<file path="src/rtl/fpu_alu_arbiter.sv">
// Two-requester arbiter sharing one signed-mantissa add/subtract ALU (IDLE/EXEC/RESP).
// Define FPU_ALU_ARB_RR_EN for round-robin arbitration; the default is fixed priority (requester 0 wins).

module fpu_big_alu #(
  parameter int WIDTH = 53
) (
  input  logic [WIDTH-1:0] a,
  input  logic             a_sign,
  input  logic [WIDTH-1:0] b,
  input  logic             b_sign,
  input  logic             op,
  output logic [WIDTH:0]   extended_result,
  output logic             result_sign
);

  logic           eff_b_sign;
  logic [WIDTH:0] ext_a;
  logic [WIDTH:0] ext_b;

  assign ext_a = {1'b0, a};
  assign ext_b = {1'b0, b};

  // Subtraction is addition with b's sign flipped; unlike signs reduce to a magnitude compare.
  always_comb begin
    eff_b_sign      = b_sign ^ op;
    extended_result = '0;
    result_sign     = 1'b0;
    if (a_sign == eff_b_sign) begin
      extended_result = ext_a + ext_b;
      result_sign     = a_sign;
    end else if (ext_a >= ext_b) begin
      extended_result = ext_a - ext_b;
      result_sign     = a_sign;
    end else begin
      extended_result = ext_b - ext_a;
      result_sign     = eff_b_sign;
    end
    if (extended_result == '0)
      result_sign = 1'b0;
  end

endmodule

module fpu_alu_arbiter #(
  parameter int WIDTH = 53
) (
  input  logic               clk,
  input  logic               rst,
  input  logic [1:0]         req_valid,
  output logic [1:0]         req_ready,
  input  logic [1:0]         req_op,
  input  logic [2*WIDTH-1:0] req_a,
  input  logic [2*WIDTH-1:0] req_b,
  input  logic [1:0]         req_a_sign,
  input  logic [1:0]         req_b_sign,
  output logic [1:0]         rsp_valid,
  input  logic [1:0]         rsp_ready,
  output logic [WIDTH:0]     rsp_result,
  output logic               rsp_sign,
  output logic               busy
);

  typedef enum logic [1:0] {IDLE, EXEC, RESP} state_t;

  state_t           state;
  logic             owner;
  logic             op_q;
  logic [WIDTH-1:0] a_q;
  logic [WIDTH-1:0] b_q;
  logic             a_sign_q;
  logic             b_sign_q;
  logic [1:0]       grant;
  logic [WIDTH:0]   alu_result;
  logic             alu_sign;

`ifdef FPU_ALU_ARB_RR_EN
  logic last_grant;

  always_comb begin
    grant = '0;
    if (state == IDLE && !rst) begin
      if (req_valid == 2'b11)
        grant = last_grant ? 2'b01 : 2'b10;
      else
        grant = req_valid;
    end
  end

  always_ff @(posedge clk) begin
    if (rst)
      last_grant <= 1'b1;
    else if (grant != '0)
      last_grant <= grant[1];
  end
`else
  always_comb begin
    grant = '0;
    if (state == IDLE && !rst) begin
      if (req_valid[0])
        grant = 2'b01;
      else if (req_valid[1])
        grant = 2'b10;
    end
  end
`endif

  assign req_ready = grant;
  assign busy      = (state != IDLE);

  fpu_big_alu #(.WIDTH(WIDTH)) u_alu (
    .a               (a_q),
    .a_sign          (a_sign_q),
    .b               (b_q),
    .b_sign          (b_sign_q),
    .op              (op_q),
    .extended_result (alu_result),
    .result_sign     (alu_sign)
  );

  always_ff @(posedge clk) begin
    if (rst) begin
      state      <= IDLE;
      owner      <= 1'b0;
      op_q       <= 1'b0;
      a_q        <= '0;
      b_q        <= '0;
      a_sign_q   <= 1'b0;
      b_sign_q   <= 1'b0;
      rsp_valid  <= '0;
      rsp_result <= '0;
      rsp_sign   <= 1'b0;
    end else begin
      case (state)
        IDLE: begin
          if (grant != '0) begin
            owner    <= grant[1];
            op_q     <= grant[1] ? req_op[1]               : req_op[0];
            a_q      <= grant[1] ? req_a[2*WIDTH-1:WIDTH]  : req_a[WIDTH-1:0];
            b_q      <= grant[1] ? req_b[2*WIDTH-1:WIDTH]  : req_b[WIDTH-1:0];
            a_sign_q <= grant[1] ? req_a_sign[1]           : req_a_sign[0];
            b_sign_q <= grant[1] ? req_b_sign[1]           : req_b_sign[0];
            state    <= EXEC;
          end
        end
        EXEC: begin
          rsp_result <= alu_result;
          rsp_sign   <= alu_sign;
          rsp_valid  <= owner ? 2'b10 : 2'b01;
          state      <= RESP;
        end
        RESP: begin
          if (rsp_ready[owner]) begin
            rsp_valid <= '0;
            state     <= IDLE;
          end
        end
        default: state <= IDLE;
      endcase
    end
  end

endmodule
</file>
<file path="config.mk">
export PLATFORM = sky130hd
export DESIGN_NAME = fpu_alu_arbiter
export DESIGN_NICKNAME = d
export VERILOG_FILES = /design/src/rtl/fpu_alu_arbiter.sv
export SDC_FILE = /design/constraint.sdc
export NUM_CORES = 1
export LEC_CHECK = 0
export CAP_MARGIN = 20
export CORE_ASPECT_RATIO = 1.4
export CORE_MARGIN = 8
export CORE_UTILIZATION = 44
export CTS_CLUSTER_SIZE = 25
export DETAILED_ROUTE_END_ITERATION = 6
export PLACE_DENSITY = 0.72
export SYNTH_ARGS = -nofsm -noshare
export SYNTH_HDL_FRONTEND = slang
export SYNTH_SLANG_ARGS = --single-unit
</file>
<file path="constraint.sdc">
create_clock -name clk -period 4 [get_ports clk]
set_input_delay 1.2 -clock clk [delete_from_list [all_inputs] [get_ports clk]]
set_output_delay 1.2 -clock clk [all_outputs]
set_load 0.02 [all_outputs]
</file>
Word level (Yosys, flattened, before mapping)
Index checks and enable logic that the tools add are counted.
- $add $sub $neg: 3
- $lt $le $gt $ge: 2
- equal/unequal tests: 5
- muxes and demuxes: 20
- bitwise operators: 1
- reduce and logical (&&, ||, !) cells: 10
- operators by type and width (cell ; number):
    $mux 54 ; 2
    $sub 53x53->54 ; 2
    $mux 53 ; 2
    $add 53x53->54 ; 1
    $logic_not 54->1 ; 1
    $ge 53x53->1 ; 1
    $mux 2 ; 6
    $mux 1 ; 8
    $pmux 2 s3 ; 1
    $reduce_and 2->1 ; 3
    $reduce_bool 2->1 ; 3
    $pmux 2 s2 ; 1
    $eq 2x1->1 const B ; 1
    $eq 2x2->1 const B ; 1
    $logic_not 2->1 ; 1
    $lt 1x2->1 const B ; 1
    $ne 2x1->1 const B ; 1
    $ne 2x2->1 const B ; 1
    $eq 1x1->1 ; 1
    $logic_and 1x1->1 ; 1
    $logic_not 1->1 ; 1
    $xor 1x1->1 ; 1
- register bits: 169
- bits of input ports: 224
- output and inout bits: 60

Longest topological paths before layout
- depth in word-level cells: 6
- gate-level depth with buffers: 18

Cells and area by module
Synthesis repeated with hierarchy kept, for this count alone.
- cells, all modules: 2361
- area, all modules: 17491.8 sq um
- modules (own cells, without submodules) (module ; instances ; cells an instance ; area each (sq um)):
    fpu_big_alu ; 1 ; 1595 ; 10183.5
    fpu_alu_arbiter ; 1 ; 766 ; 7308.3

Least setup slack after synthesis
No wires, ideal clock.
- kind: reg-to-reg
- from: reg a_q[1]
- to: reg rsp_sign
- library setup time: 121 ps
- arrival: 3844 ps
- required time: 3879 ps
- setup slack: 35 ps
- stages on the path, launching flop included: 17
- buffers on the path: 1
- clock period less this slack: 3965 ps
- cells stage by stage: dfxtp_1 -> inv_1 -> fa_1 -> and2b_1 -> o2111ai_2 -> a2111oi_2 -> o211a_1 -> o31a_1 -> buf_2 -> o21ai_1 -> a31oi_2 -> xnor2_1 -> nor4_1 -> nand2_1 -> or4_1 -> nor4_1 -> nor2_1
- longest elaborated chain between the ends: 5
- ends and longest elaborated chain (element ; line ; RTL):
    start, declared ; 68 ; logic [WIDTH-1:0] a_q;
    start signal, assigned ; 138 ; a_q <= grant[1] ? req_a[2*WIDTH-1:WIDTH] : req_a[WIDTH-1:0];
    $sub 53x53->54 (tied with other cells) ; 35 ; extended_result = ext_b - ext_a;
    $mux 54 ; 31 ; end else if (ext_a >= ext_b) begin
    $mux 54 ; 28 ; if (a_sign == eff_b_sign) begin
    $logic_not 54->1 ; 38 ; if (extended_result == '0)
    $mux 1 * ; 38 ;
    end signal, assigned ; 147 ; rsp_sign <= alu_sign;
    end, declared ; 59 ; output logic rsp_sign,
Every way passes the cells marked *; elsewhere a longest branch is shown, timed or not.
A chain may end at the register's enable or synchronous reset.

Final worst setup path
- from: reg b_q[10]
- to: reg rsp_sign
- longest elaborated chain between the ends: 5
- ends and longest elaborated chain (element ; line ; RTL):
    start, declared ; 69 ; logic [WIDTH-1:0] b_q;
    start signal, assigned ; 139 ; b_q <= grant[1] ? req_b[2*WIDTH-1:WIDTH] : req_b[WIDTH-1:0];
    $sub 53x53->54 (tied with other cells) ; 35 ;
    $mux 54 ; 31 ;
    $mux 54 ; 28 ;
    $logic_not 54->1 ; 38 ;
    $mux 1 * ; 38 ;
Marks and branches as above.

==> reports/results.tsv <==
metric	value	unit
finalSetupViolCount	2	
die_area	44580	um2
cp_max_fo	6	
reg2reg_depth	18	
power_leakage	0.01167	uW
ys_seq_area_share	20.23	%
cts_num_sinks	169	
critPathTopFamily	simple AND/OR/NAND/NOR gates	
hold_viol	0	
cpMostUsedCell	buf_4	
overflow	0	
crit_required	4380	ps
fp.coreArea	37520	um2
worst-r2r-setup-slack	-480	ps
root_buffer	clkbuf_16	
dp_hpwl	70770	um
p_int	6320	uW
synth_edf_count	0	
antenna_found_initial	2	
critical_path_buf_inv_count	4	
startpoint_type	flip-flop	
syn_area_per_cell	6.881	um2
gp_congestion	1.031	
hold_depth	2	
p_clk_share	15.0	%
setup.worst_path.end_class	flip-flop	
dr_total_vias	22490	
finalWorstSetupSlack	-475.2	ps
drt-pass1-iter-count	6	
power_frac_comb	67.4	%
finalMaxSlewViolations	0	
postRouteAntennaNets	0	
clock_latency	480	ps
cp.depth	18	
ios	284	
vdd_drop_max	332.5	uV
worst_ep_arrival_time	4850	ps
synth_nets	2822	
max_stage_delay	510	ps
crit_slowest_cell	or4_1	
worstSetupPathType	reg -> reg	
crit_path_end	rsp_sign	
rsz0062_at_grt	true	
nFillCells	3106	
chipWidth	180.8	um
first_iter_violations	1909	
period_needed	4475	ps
yosysUniqueCellTypes	88	
finalPower	11470	uW
p_sw_share	44.88	%
holdBufCountCts	0	
status	complete, but fails checks	
crit_start	b_q[10]	
final_common_cell	buf_4	
powerDensity	437.4	nW/um2
maxCapViolations	0	
syn-cell-area	16720	um2
final_cell_mix	707 x buf_4, 389 x nand2_1, 282 x clkdlybuf4s50_1	
synth-seq-cells	169	
cts_tree	yes	
synthCells	2430	
initial_core_util	44.56	%
r2r_start	b_q[10]	
ys_warn_count	0	
wl	85990	um
fin_worst_skew	11.40	ps
cts_buffer_depth	2	
insertedDiodeCount	0	
synthArstFlopShare	0	%
p_switching	5146	uW
path_cells	buf_4 -> inv_1 -> ha_1 -> a21oi_2 -> o21ai_4 -> and2_4 -> o41a_1 -> o31a_1 -> buf_6 -> buf_4 -> or4_1 -> a31oi_1 -> xnor2_2 -> nor4_2 -> and4b_1 -> nand4_1 -> nor4_4 -> nor2_1	
design_area	26210	um2
grt_max_degree	98	
drive_above_1_share	26.42	%
via_per_inst	5.943	
rows	84	
hp-class	reg -> reg	
grtUsageTotal	37.06	%
failed_checks	negative setup slack	
ys.flop_type	dfxtp_1	
cts_made_buffers	17	
wire_per_inst	22.72	um
finalNetCount	3691	
max_freq	223.5	MHz
drc	0	
slew_headroom	27.49	%
syn_to_final_growth	56.78	%
grt_pass1_wl	129500	um
r2r-end	rsp_sign	
fin_crit_sh	111.9	%
worst-slew-pin-transition	1085	ps
place_area	25000	um2
clk_pin_slew	80	ps
htreeDepth	4	
die_y	246.7	um
grt_pass1_vias	22740	
seqPwrFrac	17.6	%
port_buffers	283	
-- power groups by stage --
stage / logic, uW / registers (uW) / clock network (uW)
finish: 7730 / 2010 / 1720
CTS: 7370 / 2010 / 1740
detailed placement: 7180 / 2050 / 0
global route: 8140 / 2030 / 1800
global placement: 7140 / 2030 / 0
floorplan: 3160 / 2130 / 0
-- layout make-up --
type	instances	area, um2	share of cell area, %
multi-input combinational	1944	12620	48.14
timing repair buffer	1009	8436	32.18
sequential	169	3391	12.94
clock inverter	13	135.1	0.5155
tap	473	591.8	2.258
inverter	158	596.8	2.277
clock buffer	19	442.9	1.690
-- metrics by stage --
stage	setup TNS, ps	hold WS (ps)	instances	utilization (%)	worst slack, ps
global placement	-1825	440.4	3738	66.62	-821.8
detailed placement	-2290	446.4	3738	66.62	-822.4
CTS	-465.0	456.4	3777	68.89	-435.7
floorplan	0	487.3	2430	-	35.36
global route	-1205	467.5	3785	69.86	-659.0
finish	-492.8	457.4	3785	69.86	-475.2
-- how the worst min path moves through the flow --
stage,startpoint,to,slack [ps]
2_1_floorplan,op_q,op_q,490
5_1_grt,rsp_result[5],rsp_result[5],470
3_3_place_gp,rsp_result[5],rsp_result[5],440
4_1_cts,rsp_result[39],rsp_result[39],460
3_5_place_dp,rsp_result[5],rsp_result[5],450
6_report,rsp_result[43],rsp_result[43],460
-- cells in the mapped netlist, types with 13 or more instances --
cell type / instances / share of area (%)
xnor2_1: 42 / 2.2
a21oi_1: 225 / 6.7
buf_2: 14 / 0.42
o211ai_1: 29 / 1.3
inv_1: 155 / 3.5
nand3_1: 47 / 1.4
nor2b_1: 25 / 0.94
a211oi_1: 37 / 1.7
o21bai_1: 35 / 1.6
o31ai_1: 22 / 0.99
dfxtp_1: 169 / 20
nand2b_1: 13 / 0.49
a31oi_1: 34 / 1.3
nand2_1: 390 / 8.8
nand4_1: 40 / 1.5
buf_1: 13 / 0.29
nor3_1: 49 / 1.5
o21ai_0: 115 / 3.4
ha_1: 165 / 12
nor2_1: 269 / 6.0
nor4_1: 30 / 1.1
clkbuf_1: 125 / 2.8
o21a_1: 19 / 0.85
a311oi_1: 111 / 5.8
a21o_1: 32 / 1.4
-- repair_timing --
item / 4_1_cts / 5_1_grt
pin swaps: 21 / 33
endpoints found under the setup margin: 14 / 21
gates resized for setup: 50 / 72
buffers inserted: 8 / 11
gates cloned: 1 / 0
-- flip-flops by register name, summed over array words and instances (netlist names) --
signal	cells
rsp_result	54
a_q	53
b_q	53
rsp_valid	2
state	2
a_sign_q	1
b_sign_q	1
op_q	1
owner	1
rsp_sign	1
-- worst reg2reg max path, delay by kind of cell (launching register included) --
kind                       cells  cell delay (ps)
and+or+nand+nor                7             1760
xor gates and xnor gates       1              120
AOI/OAI and AO/OA              5             1460
adders and majority gates      1              210
DFF                            1              350
buffers and inverters          4              470
-- layer usage --
metal / GRT usage [%] / routed length, um / vias up
li1: - / - / 10470
met1: 39.15 / 31340 / 10610
met2: 67.67 / 43120 / 1084
met3: 5.523 / 5138 / 324
met5: 0 / 12 / -
met4: 24.93 / 6380 / 2
-- kinds of logic (layout without fill, tap and decap cells) --
group	Yosys count	after routing	share of synthesized area, %
xor+xnor	46	46	2.410
mux	15	15	0.9205
fa+ha+maj	168	168	12.71
buf+inv	317	1199	7.446
flops	169	169	20.23
simple gates	932	932	24.77
compound gates	783	783	31.51
Note: power is estimated with default switching activity, not from simulation.
